`src/rtl/step_tracker_pkg.sv`:
```
// Shared display-mode encoding and saturating arithmetic helpers for the pedometer core.
package step_tracker_pkg;

  localparam logic [1:0] MODE_STEPS = 2'd0;
  localparam logic [1:0] MODE_DIST  = 2'd1;
  localparam logic [1:0] MODE_RUN   = 2'd2;
  localparam logic [1:0] MODE_HIGH  = 2'd3;

  // Callers widen to 64 bits and truncate back, so one helper serves every counter width.
  function automatic logic [63:0] sat_inc(input logic [63:0] v, input logic [63:0] max_v);
    return (v >= max_v) ? max_v : v + 64'd1;
  endfunction

  function automatic logic [63:0] sat_add(input logic [63:0] a, input logic [63:0] b,
                                          input logic [63:0] max_v);
    logic [64:0] sum;
    sum = {1'b0, a} + {1'b0, b};
    return (sum > {1'b0, max_v}) ? max_v : sum[63:0];
  endfunction

endpackage

```
`src/rtl/step_edge_sync.sv`:
```
// Two-flop synchroniser for the raw step input followed by a registered rising-edge detector.
module step_edge_sync (
  input  logic CLK,
  input  logic reset_n,
  input  logic pulse,
  output logic step_evt
);

  logic r_sync1;
  logic r_sync2;
  logic r_prev;
  logic r_evt;

  always_ff @(posedge CLK or negedge reset_n) begin
    if (!reset_n) begin
      r_sync1 <= 1'b0;
      r_sync2 <= 1'b0;
      r_prev  <= 1'b0;
      r_evt   <= 1'b0;
    end else begin
      r_sync1 <= pulse;
      r_sync2 <= r_sync1;
      r_prev  <= r_sync2;
      r_evt   <= r_sync2 & ~r_prev;
    end
  end

  assign step_evt = r_evt;

endmodule

```
`src/rtl/step_tracker_core.sv`:
```
// Pedometer core: one-second tick, step/run/high-activity statistics and a saturating
// display mux whose mode auto-rotates or follows a manual selection.
module step_tracker_core
  import step_tracker_pkg::*;
#(
  parameter int TICKS_PER_SEC = 100000000,
  parameter int TOTAL_W       = 32,
  parameter int RATE_W        = 8,
  parameter int TIME_W        = 16,
  parameter int RUN_THRESH    = 32,
  parameter int HI_THRESH     = 64,
  parameter int HI_MIN_SEC    = 60,
  parameter int DIST_SHIFT    = 11,
  parameter int DISP_MAX      = 9999,
  parameter int ROTATE_SEC    = 2
) (
  input  logic        CLK,
  input  logic        reset_n,
  input  logic        clear,
  input  logic        pulse,
  input  logic        manual,
  input  logic [1:0]  mode_sel,
  output logic [15:0] display,
  output logic        decimal_point,
  output logic        SI,
  output logic [1:0]  mode,
  output logic        sec_tick
);

  localparam int DIV_W = (TICKS_PER_SEC > 1) ? $clog2(TICKS_PER_SEC) : 1;
  localparam int ROT_W = $clog2(ROTATE_SEC + 1);
  localparam int VAL_W = TOTAL_W + 4;
  localparam logic [63:0] TOTAL_MAX = (64'd1 << TOTAL_W) - 64'd1;
  localparam logic [63:0] RATE_MAX  = (64'd1 << RATE_W) - 64'd1;
  localparam logic [63:0] TIME_MAX  = (64'd1 << TIME_W) - 64'd1;

  logic               w_step_evt;
  logic               w_tick;
  logic [DIV_W-1:0]   r_div;
  logic [ROT_W-1:0]   r_rot;
  logic [1:0]         r_mode;
  logic [TOTAL_W-1:0] r_total;
  logic [RATE_W-1:0]  r_win;
  logic [TIME_W-1:0]  r_cur_run;
  logic [TIME_W-1:0]  r_best_run;
  logic [TIME_W-1:0]  r_hi_run;
  logic [TIME_W-1:0]  r_hi_total;
  logic [RATE_W-1:0]  w_win_inc;
  logic [RATE_W-1:0]  w_rate_new;
  logic [TIME_W-1:0]  w_cur_inc;
  logic [TIME_W-1:0]  w_hi_inc;
  logic [TIME_W-1:0]  w_hi_sum;
  logic [VAL_W-1:0]   w_dist;
  logic [VAL_W-1:0]   w_val;

  step_edge_sync u_edge (
    .CLK      (CLK),
    .reset_n  (reset_n),
    .pulse    (pulse),
    .step_evt (w_step_evt)
  );

  assign w_tick   = (32'(r_div) == TICKS_PER_SEC - 1);
  assign sec_tick = w_tick;
  assign mode     = r_mode;

  // A step landing on the tick cycle still belongs to the second that is closing.
  assign w_win_inc  = RATE_W'(sat_inc(64'(r_win), RATE_MAX));
  assign w_rate_new = w_step_evt ? w_win_inc : r_win;
  assign w_cur_inc  = TIME_W'(sat_inc(64'(r_cur_run), TIME_MAX));
  assign w_hi_inc   = TIME_W'(sat_inc(64'(r_hi_run), TIME_MAX));
  assign w_hi_sum   = TIME_W'(sat_add(64'(r_hi_total), 64'(r_hi_run), TIME_MAX));

  always_ff @(posedge CLK or negedge reset_n) begin
    if (!reset_n) begin
      r_div  <= '0;
      r_rot  <= '0;
      r_mode <= MODE_STEPS;
    end else begin
      r_div <= w_tick ? '0 : r_div + DIV_W'(1);
      if (manual) begin
        r_mode <= mode_sel;
        r_rot  <= '0;
      end else if (w_tick) begin
        if (32'(r_rot) + 1 >= ROTATE_SEC) begin
          r_mode <= r_mode + 2'd1;
          r_rot  <= '0;
        end else begin
          r_rot <= r_rot + ROT_W'(1);
        end
      end
    end
  end

  always_ff @(posedge CLK or negedge reset_n) begin
    if (!reset_n) begin
      r_total    <= '0;
      r_win      <= '0;
      r_cur_run  <= '0;
      r_best_run <= '0;
      r_hi_run   <= '0;
      r_hi_total <= '0;
    end else if (clear) begin
      r_total    <= '0;
      r_win      <= '0;
      r_cur_run  <= '0;
      r_best_run <= '0;
      r_hi_run   <= '0;
      r_hi_total <= '0;
    end else begin
      if (w_step_evt) begin
        r_total <= TOTAL_W'(sat_inc(64'(r_total), TOTAL_MAX));
      end
      if (w_tick) begin
        r_win <= '0;
        if (32'(w_rate_new) >= RUN_THRESH) begin
          r_cur_run <= w_cur_inc;
          if (w_cur_inc > r_best_run) begin
            r_best_run <= w_cur_inc;
          end
        end else begin
          r_cur_run <= '0;
        end
        // Only a finished high-activity run of sufficient length is credited.
        if (32'(w_rate_new) >= HI_THRESH) begin
          r_hi_run <= w_hi_inc;
        end else begin
          if (32'(r_hi_run) >= HI_MIN_SEC) begin
            r_hi_total <= w_hi_sum;
          end
          r_hi_run <= '0;
        end
      end else if (w_step_evt) begin
        r_win <= w_win_inc;
      end
    end
  end

  assign w_dist = (VAL_W'(r_total) * VAL_W'(10)) >> DIST_SHIFT;

  always_comb begin
    w_val         = '0;
    decimal_point = 1'b0;
    display       = '0;
    SI            = 1'b0;
    case (r_mode)
      MODE_STEPS: w_val = VAL_W'(r_total);
      MODE_DIST: begin
        w_val         = w_dist;
        decimal_point = 1'b1;
      end
      MODE_RUN:  w_val = VAL_W'(r_best_run);
      MODE_HIGH: w_val = VAL_W'(r_hi_total);
    endcase
    if (w_val > VAL_W'(DISP_MAX)) begin
      display = 16'(DISP_MAX);
      SI      = 1'b1;
    end else begin
      display = w_val[15:0];
    end
  end

endmodule

```
`config.mk`:
```
export PLATFORM = sky130hd
export DESIGN_NAME = step_tracker_core
export DESIGN_NICKNAME = d
export VERILOG_FILES = /design/src/rtl/step_tracker_pkg.sv /design/src/rtl/step_edge_sync.sv /design/src/rtl/step_tracker_core.sv
export SDC_FILE = /design/constraint.sdc
export NUM_CORES = 1
export LEC_CHECK = 0
export CAP_MARGIN = 20
export CORE_MARGIN = 5
export CORE_UTILIZATION = 63
export CTS_CLUSTER_DIAMETER = 30
export DETAILED_ROUTE_END_ITERATION = 7
export PLACE_DENSITY = 0.81
export SYNTH_ARGS = -nofsm -noshare
export SYNTH_HDL_FRONTEND = slang
export SYNTH_SLANG_ARGS = --single-unit
export TNS_END_PERCENT = 30
```
`constraint.sdc`:
```
create_clock -name CLK -period 5 [get_ports CLK]
set_input_delay 1.25 -clock CLK [delete_from_list [all_inputs] [get_ports CLK]]
set_output_delay 1.25 -clock CLK [all_outputs]
set_load 0.02 [all_outputs]
```
==> After elaboration in Yosys (flattened, before gate mapping) <==
Cells that the tools add are included.
{ "word_totals": {"in_bits": 7, "ff_bits": 139, "out_inout_bits": 21} }
{ "op_classes": {"muxes": 35, "reduce_logical": 11, "order_cmp": 11, "n_eq_ne": 5, "n_mul": 1, "n_addsub": 9, "n_bitwise": 2} }
{ "ops": {"columns": ["op", "count"], "rows": [
  ["$mux W16", 18],
  ["$pmux W36 S4", 1],
  ["$mux W32", 3],
  ["$gt A36 B14 Y1 const B", 1],
  ["$mul A32 B3 Y35 const B", 1],
  ["$add A16 B1 Y16 const B", 2],
  ["$add A32 B1 Y32 const B", 1],
  ["$ge A16 B16 Y1 const B", 2],
  ["$ge A32 B32 Y1 const B", 1],
  ["$mux W8", 4],
  ["$add A27 B1 Y27 const B", 1],
  ["$eq A27 B27 Y1 const B", 1],
  ["$mux W27", 1],
  ["$add A16 B16 Y17", 1],
  ["$gt A17 B16 Y1 const B", 1],
  ["$ge A16 B6 Y1 const B", 1],
  ["$gt A16 B16 Y1", 1],
  ["$reduce_bool A2 Y1", 7],
  ["$mux W2", 6],
  ["$add A8 B1 Y8 const B", 1],
  ["$ge A8 B6 Y1 const B", 1],
  ["$ge A8 B7 Y1 const B", 1],
  ["$ge A8 B8 Y1 const B", 1],
  ["$reduce_and A3 Y1", 2],
  ["11 further kinds", 14]
]} }

==> Depth between registers and ports, before layout <==
Gate-level depths: netlist (run 1).
{ "depth": {"depth_word": 7, "depth_mapped": 21, "ltp_nobuf": 18} }

==> Hierarchy <==
From an unflattened synthesis (run 1), not the netlist that was laid out.
{ "hier_totals": {"hier_cells": 1209, "hier_area_um2": 10351.2} }
{ "by_module_without_submodules": {"columns": ["module", "cells_each", "area_per_inst_um2", "n_inst"], "rows": [
  ["step_tracker_core", 1204, 10237.3, 1],
  ["step_edge_sync", 5, 113.9, 1]
]} }

==> Worst setup path after synthesis (run 1) <==
OpenSTA, ideal clock, no wires.
{ "synth_timing": {"path_kind": "reg2out", "from": "register r_total[8]", "to": "output port display[11]", "n_path_buf": 0, "stages_incl_launch_ff": 13, "t_arrival_ns": 3.441, "path_slack_ns": 0.309, "path_cell_list": "dfrtp_1 ha_1 ha_1 a21oi_2 o21ai_1 a22o_1 a21oi_2 a21o_1 a21oi_1 or3_1 a221oi_4 nand2_2 nor3_1"} }
{ "synth_between": {"elab_chain_cells": 4} }
{ "synth_lines": {"columns": ["item", "line", "rtl"], "rows": [
  ["start: declaration", "step_tracker_core.sv:42", "logic [TOTAL_W-1:0] r_total;"],
  ["start signal: assignment", "step_tracker_core.sv:112", "r_total <= TOTAL_W'(sat_inc(64'(r_total), TOTAL_MAX));"],
  ["$mul A32 B3 Y35", "step_tracker_core.sv:139", "assign w_dist = (VAL_W'(r_total) * VAL_W'(10)) >> DIST_SHIFT;"],
  ["$pmux W36 S4 *", "step_tracker_core.sv:146", "case (r_mode)"],
  ["$gt A36 B14 Y1", "step_tracker_core.sv:155", "if (w_val > VAL_W'(DISP_MAX)) begin"],
  ["$mux W16 *", "step_tracker_core.sv:155", null],
  ["end: declaration", "step_tracker_core.sv:23", "output logic [15:0] display,"]
]} }
Mark *: on every way between the ends. The rest lies on a longest branch, timed or not. The select of a mux whose other input is x is not followed.

==> Worst setup path in the final report (run 1) <==
{ "layout_timing": {"from": "register r_total[8]", "to": "output port display[13]"} }
The elaborated chain is that of the path after synthesis.

==> flow_metrics.env, run 1 <==
export IMPL_gp_congestion=0.925
export IMPL_antenna_found_initial=0
export IMPL_num_io_pins=28
export IMPL_dp_hpwl_mm=21.3
export IMPL_path_cells="ha_4 -> ha_4 -> buf_4 -> nand3_1 -> nor2_1 -> a221oi_4 -> o41ai_2 -> a21oi_1 -> xor2_1 -> o21ai_2 -> a221oi_4 -> buf_4 -> nand2_4 -> or2_1 -> buf_6"
export IMPL_synthArstFlopShare_pct=100
export IMPL_drt_wirelength_per_cell_um=19.6
export IMPL_layout_drive_gt1_share_pct=18.7
export IMPL_cap_violations=0
export IMPL_cts_clk_slew_worst_paths_ps=60
export IMPL_max_freq_mhz=188
export IMPL_syn_area_sq_um=10600
export IMPL_fp_dieH_um=140
export IMPL_fin_util_pct=78.8
export IMPL_coreArea_sq_um=16500
export IMPL_violations="setup timing"
export IMPL_cts_htree_levels=4
export IMPL_slew_headroom_pct=30.2
export IMPL_ys_seq_area_share_pct=32.8
export IMPL_outcome="complete, but fails checks"
export IMPL_fin_skew_ps=9.19
export IMPL_drt_iter0_markers=1118
export IMPL_num_rows=47
export IMPL_track_usage_pct=30.9
export IMPL_worst_pin_slew_ps=1050
export IMPL_ys_warn_count=0
export IMPL_crit_family="compound AO/OA/AOI/OAI gates"
export IMPL_finalHoldViolCount=0
export IMPL_clk_insertion_delay_late_ps=430
export IMPL_power_density_nw_per_um2=209
export IMPL_finalSetupViolCount=15
export IMPL_grt_max_degree=74
export IMPL_via_per_inst=6.51
export IMPL_nets=1495
export IMPL_endpoint_kind="output pin"
export IMPL_hp_class="flip-flop to flip-flop"
export IMPL_worstPathArrival_ps=4080
export IMPL_antenna_cells=0
export IMPL_worst_path_largest_cell_delay_ps=500
export IMPL_grt_pass1_wl_mm=49.8
export IMPL_cts_buffers=17
export IMPL_crit_buf_inv=3
export IMPL_synth_top_area_cell="dfrtp_1"
export IMPL_required_ps=3750
export IMPL_portBuffers=25
export IMPL_drv_slew=0
export IMPL_power_mw=2.73
export IMPL_wl_mm=31.8
export IMPL_rsz0062_at_grt="yes"
export IMPL_die_x_um=140
export IMPL_cts_sinks=139
export IMPL_grt_overflow_total=0
export IMPL_fp_dieArea_sq_um=19500
export IMPL_first_global_vias=9771
export IMPL_postSynthCellCount=1254
export IMPL_clock_path_buffers=2
export IMPL_hold_ws_ps=351
export IMPL_worstSetupPathType="flip-flop to output pin"
export IMPL_ys_seq_elements=139
export IMPL_postRouteAntennaNets=0
export IMPL_synth_top_cell_area_share_pct=32.8
export IMPL_synth_edff_count=0
export IMPL_start_util_pct=64.1
export IMPL_synth_distinct_cells=88
export IMPL_max_vdd_ir_drop_mv=0.257
export IMPL_rrSetupSlack_ps=620
export IMPL_synth_top_cells_by_area="dfrtp_1, ha_1, a21oi_1"
export IMPL_fin_crit_ps=5330
export IMPL_first_pass_iters=8
export IMPL_syn_to_final_growth_pct=23.0
export IMPL_cp_max_fo=4
export IMPL_ctsHoldBuffers=0
export IMPL_cts_root_buf="clkbuf_16"
export IMPL_slowest_stage="dfrtp_1"
export IMPL_fin_crit_sh_pct=107
export IMPL_power_leakage_nw=5.98
export IMPL_avgSynthCellArea_sq_um=8.45
export IMPL_synth_ff_type="dfrtp_1"
export IMPL_cts_tree="done"
export IMPL_via_count=10530
export IMPL_drc=0
export IMPL_critPathLaunchType="flip-flop"
export IMPL_fin_ws_ps=-328
-- metal layers --
metal | part of all wire, % | track usage [%] | up-vias
li1 | - | - | 4880
met1 | 42 | 42.3 | 4975
met2 | 46 | 48.5 | 539
met3 | 8.5 | 6.93 | 136
met4 | 3.8 | 11.3 | 0
met5 | 0 | 0 | -
-- metrics by stage --
step	cells	area (sq um)	setup TNS, ps	setup WS (ps)
floorplan	1255	10600	0	309
global placement	1567	11800	-346	-75.2
detailed placement	1567	11800	-922	-127
CTS	1608	12700	-238	-82.1
global route	1618	13000	-5760	-473
finish	1618	13000	-3370	-328
-- flip-flops by register name (all words and copies together) (netlist names) --
signal           cells
r_hi_run            16
r_win                8
r_rot                2
u_edge.r_sync2       1
r_div               27
r_cur_run           16
r_best_run          16
mode                 2
r_total             32
u_edge.step_evt      1
u_edge.r_prev        1
u_edge.r_sync1       1
r_hi_total          16
-- path summary, 6_finish.rpt --
kind,startpoint,to,depth (start not counted)
min reg2reg,u_edge.r_sync1,u_edge.r_sync2,0
max in group asynchronous,reset_n,r_total[17],2
max,r_total[8],display[13],15
min in group asynchronous,reset_n,r_win[3],1
max reg2reg,r_cur_run[0],r_best_run[5],16
min,u_edge.r_sync1,u_edge.r_sync2,0
-- repair_timing --
item                       4_1_cts  5_1_grt
resized for setup               99       62
pin swaps                       23       34
setup buffers                   10       11
setup endpoints to repair       15       15
-- cell usage after synthesis (3+ instances only) --
cell         n
a21o_1      32
or4_1        5
o21bai_1     7
a41oi_1      3
a22oi_1      6
nor2_1     101
o21ai_0     87
or3_1        9
a31oi_1     12
dfrtp_1    139
nand4_1     37
o22ai_1      3
mux2i_1     22
a211oi_1    18
nor4_1      13
nand2_1    114
xnor2_1     25
clkbuf_1    37
and2_1       9
nor2b_1     12
o31ai_1      9
a221oi_1    16
o21a_1      17
buf_2        5
o211ai_1     7
nand3_1     47
a2bb2oi_1    3
and4_1      11
a21oi_1    100
ha_1       101
xor2_1      34
a311oi_1     5
nor3_1      36
inv_1       71
a21oi_2      3
and3_1      30
nand2b_1     9
-- cell type report --
class,count,area [sq um]
clock inverter,10,141
multi-input combinational,997,7140
tap,220,275
timing repair buffer,159,1260
fill,1096,3500
clock buffer,21,460
inverter,72,270
sequential,139,3480
-- logic make-up (layout without fill, tap and decap cells) --
family | after synthesis | count (layout) | share of synthesized area (%)
AO/OA/AOI/OAI | 355 | 355 | 21.7
XOR/XNOR | 59 | 59 | 4.88
adder cells (fa/ha/maj) | 102 | 102 | 12.1
buffers and inverters | 119 | 262 | 4.43
flip-flops | 139 | 139 | 32.8
multiplexers | 23 | 23 | 2.19
other | 1 | 2 | 0.0354
AND/OR/NAND/NOR | 456 | 456 | 21.8
-- power by group --
| part | switching (mW) | internal [mW] |
|---|---|---|
| clock | 0.506 | 0.809 |
| combinational | 0.179 | 0.0960 |
| sequential | 0.00612 | 1.13 |
-- layout by cell type (no fill, tap or decap), drive strengths merged, types with 8 or more instances in the layout --
cell,synthesis,final
buf,9,151
dfrtp,139,139
nand2,115,115
a21oi,103,103
nor2,101,101
ha,101,101
o21ai,88,88
inv,71,72
nand3,48,48
nand4,38,38
nor3,38,38
xor2,34,34
a21o,33,33
and3,32,32
xnor2,25,25
mux2i,22,22
clkbuf,38,21
a211oi,18,18
o21a,17,17
a221oi,17,17
nor4,14,14
nor2b,12,12
a31oi,12,12
and4,11,11
nand2b,10,10
and2,10,10
or3,10,10
o31ai,9,9
clkdlybuf4s50,0,8
o211ai,8,8
(Power assumes the default switching activity.)
==> run 2: changes to the inputs <==
Settings changed: SLEW_MARGIN set to 20.
==> flow_metrics.env, run 2 (synthesis gave the netlist of run 1 again) <==
export IMPL_postRouteAntennaNets=0
export IMPL_r2r_end="r_best_run[5]"
export IMPL_nets=1494
export IMPL_gp_congestion=0.925
export IMPL_num_io_pins=28
export IMPL_cts_sinks=139
export IMPL_power_mw=2.73
export IMPL_crit_family="compound AO/OA/AOI/OAI gates"
export IMPL_top_regs="r_total (32), r_div (27)"
export IMPL_max_vdd_ir_drop_mv=0.263
export IMPL_finalSetupViolCount=15
export IMPL_syn_to_final_growth_pct=22.9
export IMPL_clk_insertion_delay_late_ps=440
export IMPL_cts_buffers=17
export IMPL_p_int_mw=2.03
export IMPL_final_area_sq_um=13000
export IMPL_cts_root_buf="clkbuf_16"
export IMPL_violations="setup timing"
export IMPL_worstPathArrival_ps=4110
export IMPL_worst_pin_slew_ps=1090
export IMPL_via_count=10560
export IMPL_slew_headroom_pct=27.1
export IMPL_track_usage_pct=30.9
export IMPL_fin_skew_ps=10.5
export IMPL_top_register="r_total"
export IMPL_coreArea_sq_um=16500
export IMPL_endpoint_kind="output pin"
export IMPL_final_common_cell="dfrtp_1"
export IMPL_totalNegativeSetupSlack_ps=-3880
export IMPL_fin_crit_sh_pct=107
export IMPL_die_x_um=140
export IMPL_grt_max_degree=74
export IMPL_fin_ws_ps=-364
export IMPL_max_freq_mhz=186
export IMPL_outcome="complete, but fails checks"
export IMPL_fp_dieH_um=140
export IMPL_grt_overflow_total=0
export IMPL_power_leakage_nw=5.98
export IMPL_layout_drive_gt1_share_pct=18.8
export IMPL_first_global_vias=9771
export IMPL_switching_share_pct=25.5
export IMPL_drv_slew=0
export IMPL_r2r_cells=16
export IMPL_startpoint="r_total[8]"
export IMPL_fin_crit_ps=5360
export IMPL_place_ws_ps=-127
export IMPL_hp_class="flip-flop to flip-flop"
export IMPL_drc=0
export IMPL_dp_hpwl_mm=21.3
export IMPL_hold_start="u_edge.r_sync1"
export IMPL_drt_wirelength_per_cell_um=19.7
export IMPL_via_per_inst=6.53
export IMPL_worstSetupPathType="flip-flop to output pin"
export IMPL_start_util_pct=64.1
export IMPL_drt_iter0_markers=1268
export IMPL_finalHoldViolCount=0
export IMPL_whs_endpoint="u_edge.r_sync2"
export IMPL_antenna_cells=0
export IMPL_first_pass_iters=8
export IMPL_antenna_found_initial=0
export IMPL_final_cells=1617
export IMPL_clock_path_buffers=2
export IMPL_rsz0062_at_grt="yes"
export IMPL_cts_clk_slew_worst_paths_ps=60
export IMPL_final_cell_mix="dfrtp_1, buf_4, nand2_1"
export IMPL_r2r_start="r_cur_run[0]"
export IMPL_power_density_nw_per_um2=210
export IMPL_required_ps=3750
export IMPL_rrSetupSlack_ps=610
export IMPL_num_rows=47
export IMPL_portBuffers=25
export IMPL_power_switching_mw=0.696
export IMPL_wl_mm=31.9
export IMPL_largest_register_ffs=32
export IMPL_slowest_stage="dfrtp_1"
export IMPL_worst_path_largest_cell_delay_ps=500
export IMPL_placed_cells=1567
export IMPL_critPathLaunchType="flip-flop"
export IMPL_crit_buf_inv=3
export IMPL_grt_pass1_wl_mm=49.8
export IMPL_clkPwrFrac_pct=48.3
export IMPL_cp_max_fo=4
export IMPL_cts_htree_levels=4
export IMPL_ctsHoldBuffers=0
export IMPL_pwr_share_comb_pct=10.0
export IMPL_fp_dieArea_sq_um=19500
export IMPL_placedInstanceArea_sq_um=11800
export IMPL_path_cells="ha_4 -> ha_4 -> buf_4 -> nand3_1 -> nor2_1 -> a221oi_4 -> o41ai_2 -> a21oi_1 -> xor2_1 -> o21ai_2 -> a221oi_4 -> buf_4 -> nand2_4 -> or2_1 -> buf_6"
export IMPL_cts_tree="done"
export IMPL_seq_power_share_pct=41.6
export IMPL_holdPathStages=0
export IMPL_cap_violations=0
==> run 2: cell count changes in the layout (fill, tap and decap cells not counted), sizes merged <==
cell and change:
buf -1
==> run 2: routing by layer <==
metal	GRT usage, %	wire length, um	up-vias	part of all wire (%)
li1	-	-	4886	-
met1	42.3	13500	5040	42
met2	48.5	14600	512	46
met3	6.93	2570	122	8.1
met4	11.3	1190	0	3.7
met5	0	0	-	0
==> run 2: timing repair <==
action / in CTS / in global routing
gates cloned: 0 / 0
setup endpoints to repair: 15 / 15
resized for setup: 99 / 62
setup buffers: 10 / 11
pin swaps: 23 / 34
==> run 2: worst register-to-register path, stage by stage, from the launching register on <==
cell,delay [ps]
dfrtp_1,420
ha_1,240
and3_1,210
and3_1,220
nand4_1,220
or3_1,530
buf_4,220
o21ai_0,200
ha_1,350
nand4_1,120
nor2_1,70
nand2_1,100
nor3_1,60
nor3_1,150
o21a_1,750
mux2i_1,300
nor2_1,70
==> run 2: layout make-up <==
type / instances / area (sq um)
fillers: 1094 / 3510
well taps: 220 / 275
repair buffers: 158 / 1250
flip-flops and latches: 139 / 3480
multi-input cells: 997 / 7140
clock inverters: 10 / 141
clock buffers: 21 / 460
inverters: 72 / 270
==> run 2: worst max-delay path by stage <==
stage,end,slack [ps],cells after the start
after floorplan,display[11],310,12
after global placement,display[12],-80,12
after detailed placement,display[12],-130,13
after CTS,display[13],-80,15
after global routing,display[4],-470,15
final,display[13],-360,15
==> run 2: power by group through the flow <==
stage | sequential [mW] | combinational, mW | clock, mW
after floorplan | 1.16 | 0.133 | 0
after global placement | 1.16 | 0.251 | 0
after detailed placement | 1.16 | 0.254 | 0
after CTS | 1.14 | 0.247 | 1.32
after global routing | 1.14 | 0.291 | 1.38
final | 1.14 | 0.274 | 1.32
==> run 2: through the flow <==
| step | util [%] | hold slack, ps |
|---|---|---|
| after global placement | 71.2 | 334 |
| after detailed placement | 71.2 | 336 |
| after global routing | 78.8 | 356 |
| after floorplan | - | 331 |
| final | 78.8 | 351 |
| after CTS | 76.6 | 351 |
==> run 3: changes to the inputs <==
Clock period 5 ns to 6.05 ns, I/O delays scaled along.
==> flow_metrics.env, run 3 (synthesis gave the netlist of run 1 again) <==
export IMPL_outcome="complete, no violations"
export IMPL_clock_path_buffers=2
export IMPL_fp_dieH_um=140
export IMPL_critPathLaunchType="flip-flop"
export IMPL_wl_mm=27.1
export IMPL_final_common_cell="dfrtp_1"
export IMPL_cap_violations=0
export IMPL_slew_headroom_pct=25.0
export IMPL_cts_sinks=139
export IMPL_largest_register_ffs=32
export IMPL_fp_dieArea_sq_um=19500
export IMPL_totalNegativeSetupSlack_ps=0
export IMPL_fin_skew_ps=12.9
export IMPL_dp_hpwl_mm=19.8
export IMPL_start_util_pct=64.1
export IMPL_num_io_pins=28
export IMPL_wl_met2_mm=12.5
export IMPL_drt_iter0_markers=892
export IMPL_via_count=9612
export IMPL_worst_pin_slew_ps=1120
export IMPL_n_fill_cell=1302
export IMPL_endpoint_kind="output pin"
export IMPL_fin_crit_sh_pct=96.8
export IMPL_track_usage_pct=27.6
export IMPL_hp_class="flip-flop to flip-flop"
export IMPL_top_layer="met4"
export IMPL_layout_drive_gt1_share_pct=7.20
export IMPL_ctsHoldBuffers=0
export IMPL_power_density_nw_per_um2=182
export IMPL_fin_crit_ps=5860
export IMPL_required_ps=4540
export IMPL_top_regs="r_total (32), r_div (27)"
export IMPL_final_cell_mix="dfrtp_1, nand2_1, nor2_1"
export IMPL_nets=1374
export IMPL_top_register="r_total"
export IMPL_fin_ws_ps=191
export IMPL_antenna_cells=0
export IMPL_drv_slew=0
export IMPL_postRouteAntennaNets=0
export IMPL_wl_met1_mm=11.9
export IMPL_coreArea_sq_um=16500
export IMPL_cts_buffers=17
export IMPL_first_global_vias=8984
export IMPL_grt_overflow_total=0
export IMPL_cts_root_buf="clkbuf_16"
export IMPL_power_leakage_nw=5.44
export IMPL_portBuffers=25
export IMPL_worstPathArrival_ps=4350
export IMPL_cts_tree="done"
export IMPL_place_ws_ps=307
export IMPL_finalHoldViolCount=0
export IMPL_die_x_um=140
export IMPL_worstSetupPathType="flip-flop to output pin"
export IMPL_finalSetupViolCount=0
export IMPL_cp_max_fo=8
export IMPL_num_rows=47
export IMPL_rsz0062_at_grt="no"
export IMPL_grt_max_degree=94
export IMPL_wl_met3_mm=1.97
export IMPL_max_freq_mhz=171
export IMPL_via_per_inst=6.42
export IMPL_drt_wirelength_per_cell_um=18.1
export IMPL_drc=0
export IMPL_hold_ws_ps=352
export IMPL_gp_congestion=1.02
export IMPL_cts_htree_levels=4
export IMPL_cts_clk_slew_worst_paths_ps=60
export IMPL_grt_pass1_wl_mm=44.9
export IMPL_first_pass_iters=6
export IMPL_max_vdd_ir_drop_mv=0.188
export IMPL_antenna_found_initial=0
export IMPL_syn_to_final_growth_pct=10.3
export IMPL_clk_insertion_delay_late_ps=430
## run 3: final cells by class
| cell class | instances | area, sq um | area share, % |
|---|---|---|---|
| Inverter | 72 | 270 | 2.31 |
| Clock buffer | 19 | 433 | 3.71 |
| Sequential cell | 139 | 3480 | 29.8 |
| Timing Repair Buffer | 38 | 364 | 3.12 |
| Multi-Input combinational cell | 997 | 6740 | 57.7 |
| Clock inverter | 13 | 121 | 1.04 |
| Tap cell | 220 | 275 | 2.36 |
## run 3: report_power, final
group | leakage, nW | total, mW | internal [mW] | switching (mW)
clock | 0.250 | 0.984 | 0.567 | 0.417
sequential | 1.91 | 0.940 | 0.934 | 0.00538
combinational | 3.28 | 0.203 | 0.0713 | 0.131
total | 5.44 | 2.13 | 1.57 | 0.554
## run 3: per-layer routing
layer / global-route usage, % / up-vias
li1: - / 4622
met1: 38.0 / 4578
met2: 44.7 / 354
met3: 5.59 / 58
met4: 7.65 / 0
met5: 0 / -
## run 3: worst max-delay path: stages, from the launching register on
cell and delay [ps]:
dfrtp_1 450, ha_1 330, ha_1 280, nand4_1 110
a22oi_2 410, a31oi_2 190, o41a_1 420, and3_4 180
o21a_1 180, a2111oi_2 280, a31o_2 310, nand2_2 80
nor2_1 100, clkdlybuf4s50_1 600
## run 3: path summary, 6_finish.rpt
check / start / end / slack [ps] / depth (start not counted)
worst max-delay path: r_total[2] / display[4] / 190 / 13
worst min register to register: u_edge.r_sync1 / u_edge.r_sync2 / 350 / 0
max in group asynchronous: reset_n / r_total[21] / 3720 / 2
worst min-delay path: u_edge.r_sync1 / u_edge.r_sync2 / 350 / 0
worst max register to register: r_cur_run[0] / r_best_run[1] / 1460 / 17
min in group asynchronous: reset_n / r_hi_run[12] / 1170 / 1
## run 3: stage by stage
| stage | utilization, % | std cells | instance area, sq um | power (mW) |
|---|---|---|---|---|
| 2_1_floorplan | - | 1255 | 10600 | 1.07 |
| 3_3_place_gp | 66.4 | 1461 | 11000 | 1.15 |
| 3_5_place_dp | 66.4 | 1461 | 11000 | 1.15 |
| 4_1_cts | 70.0 | 1496 | 11600 | 2.14 |
| 5_1_grt | 70.7 | 1498 | 11700 | 2.20 |
| 6_report | 70.7 | 1498 | 11700 | 2.13 |
## run 3: repair_timing
item / CTS / global route
endpoints found under the hold margin: 0 / 0
endpoints found under the setup margin: 8 / 15
setup buffers: 3 / 2
pin swaps: 2 / 4
resized for setup: 5 / 26
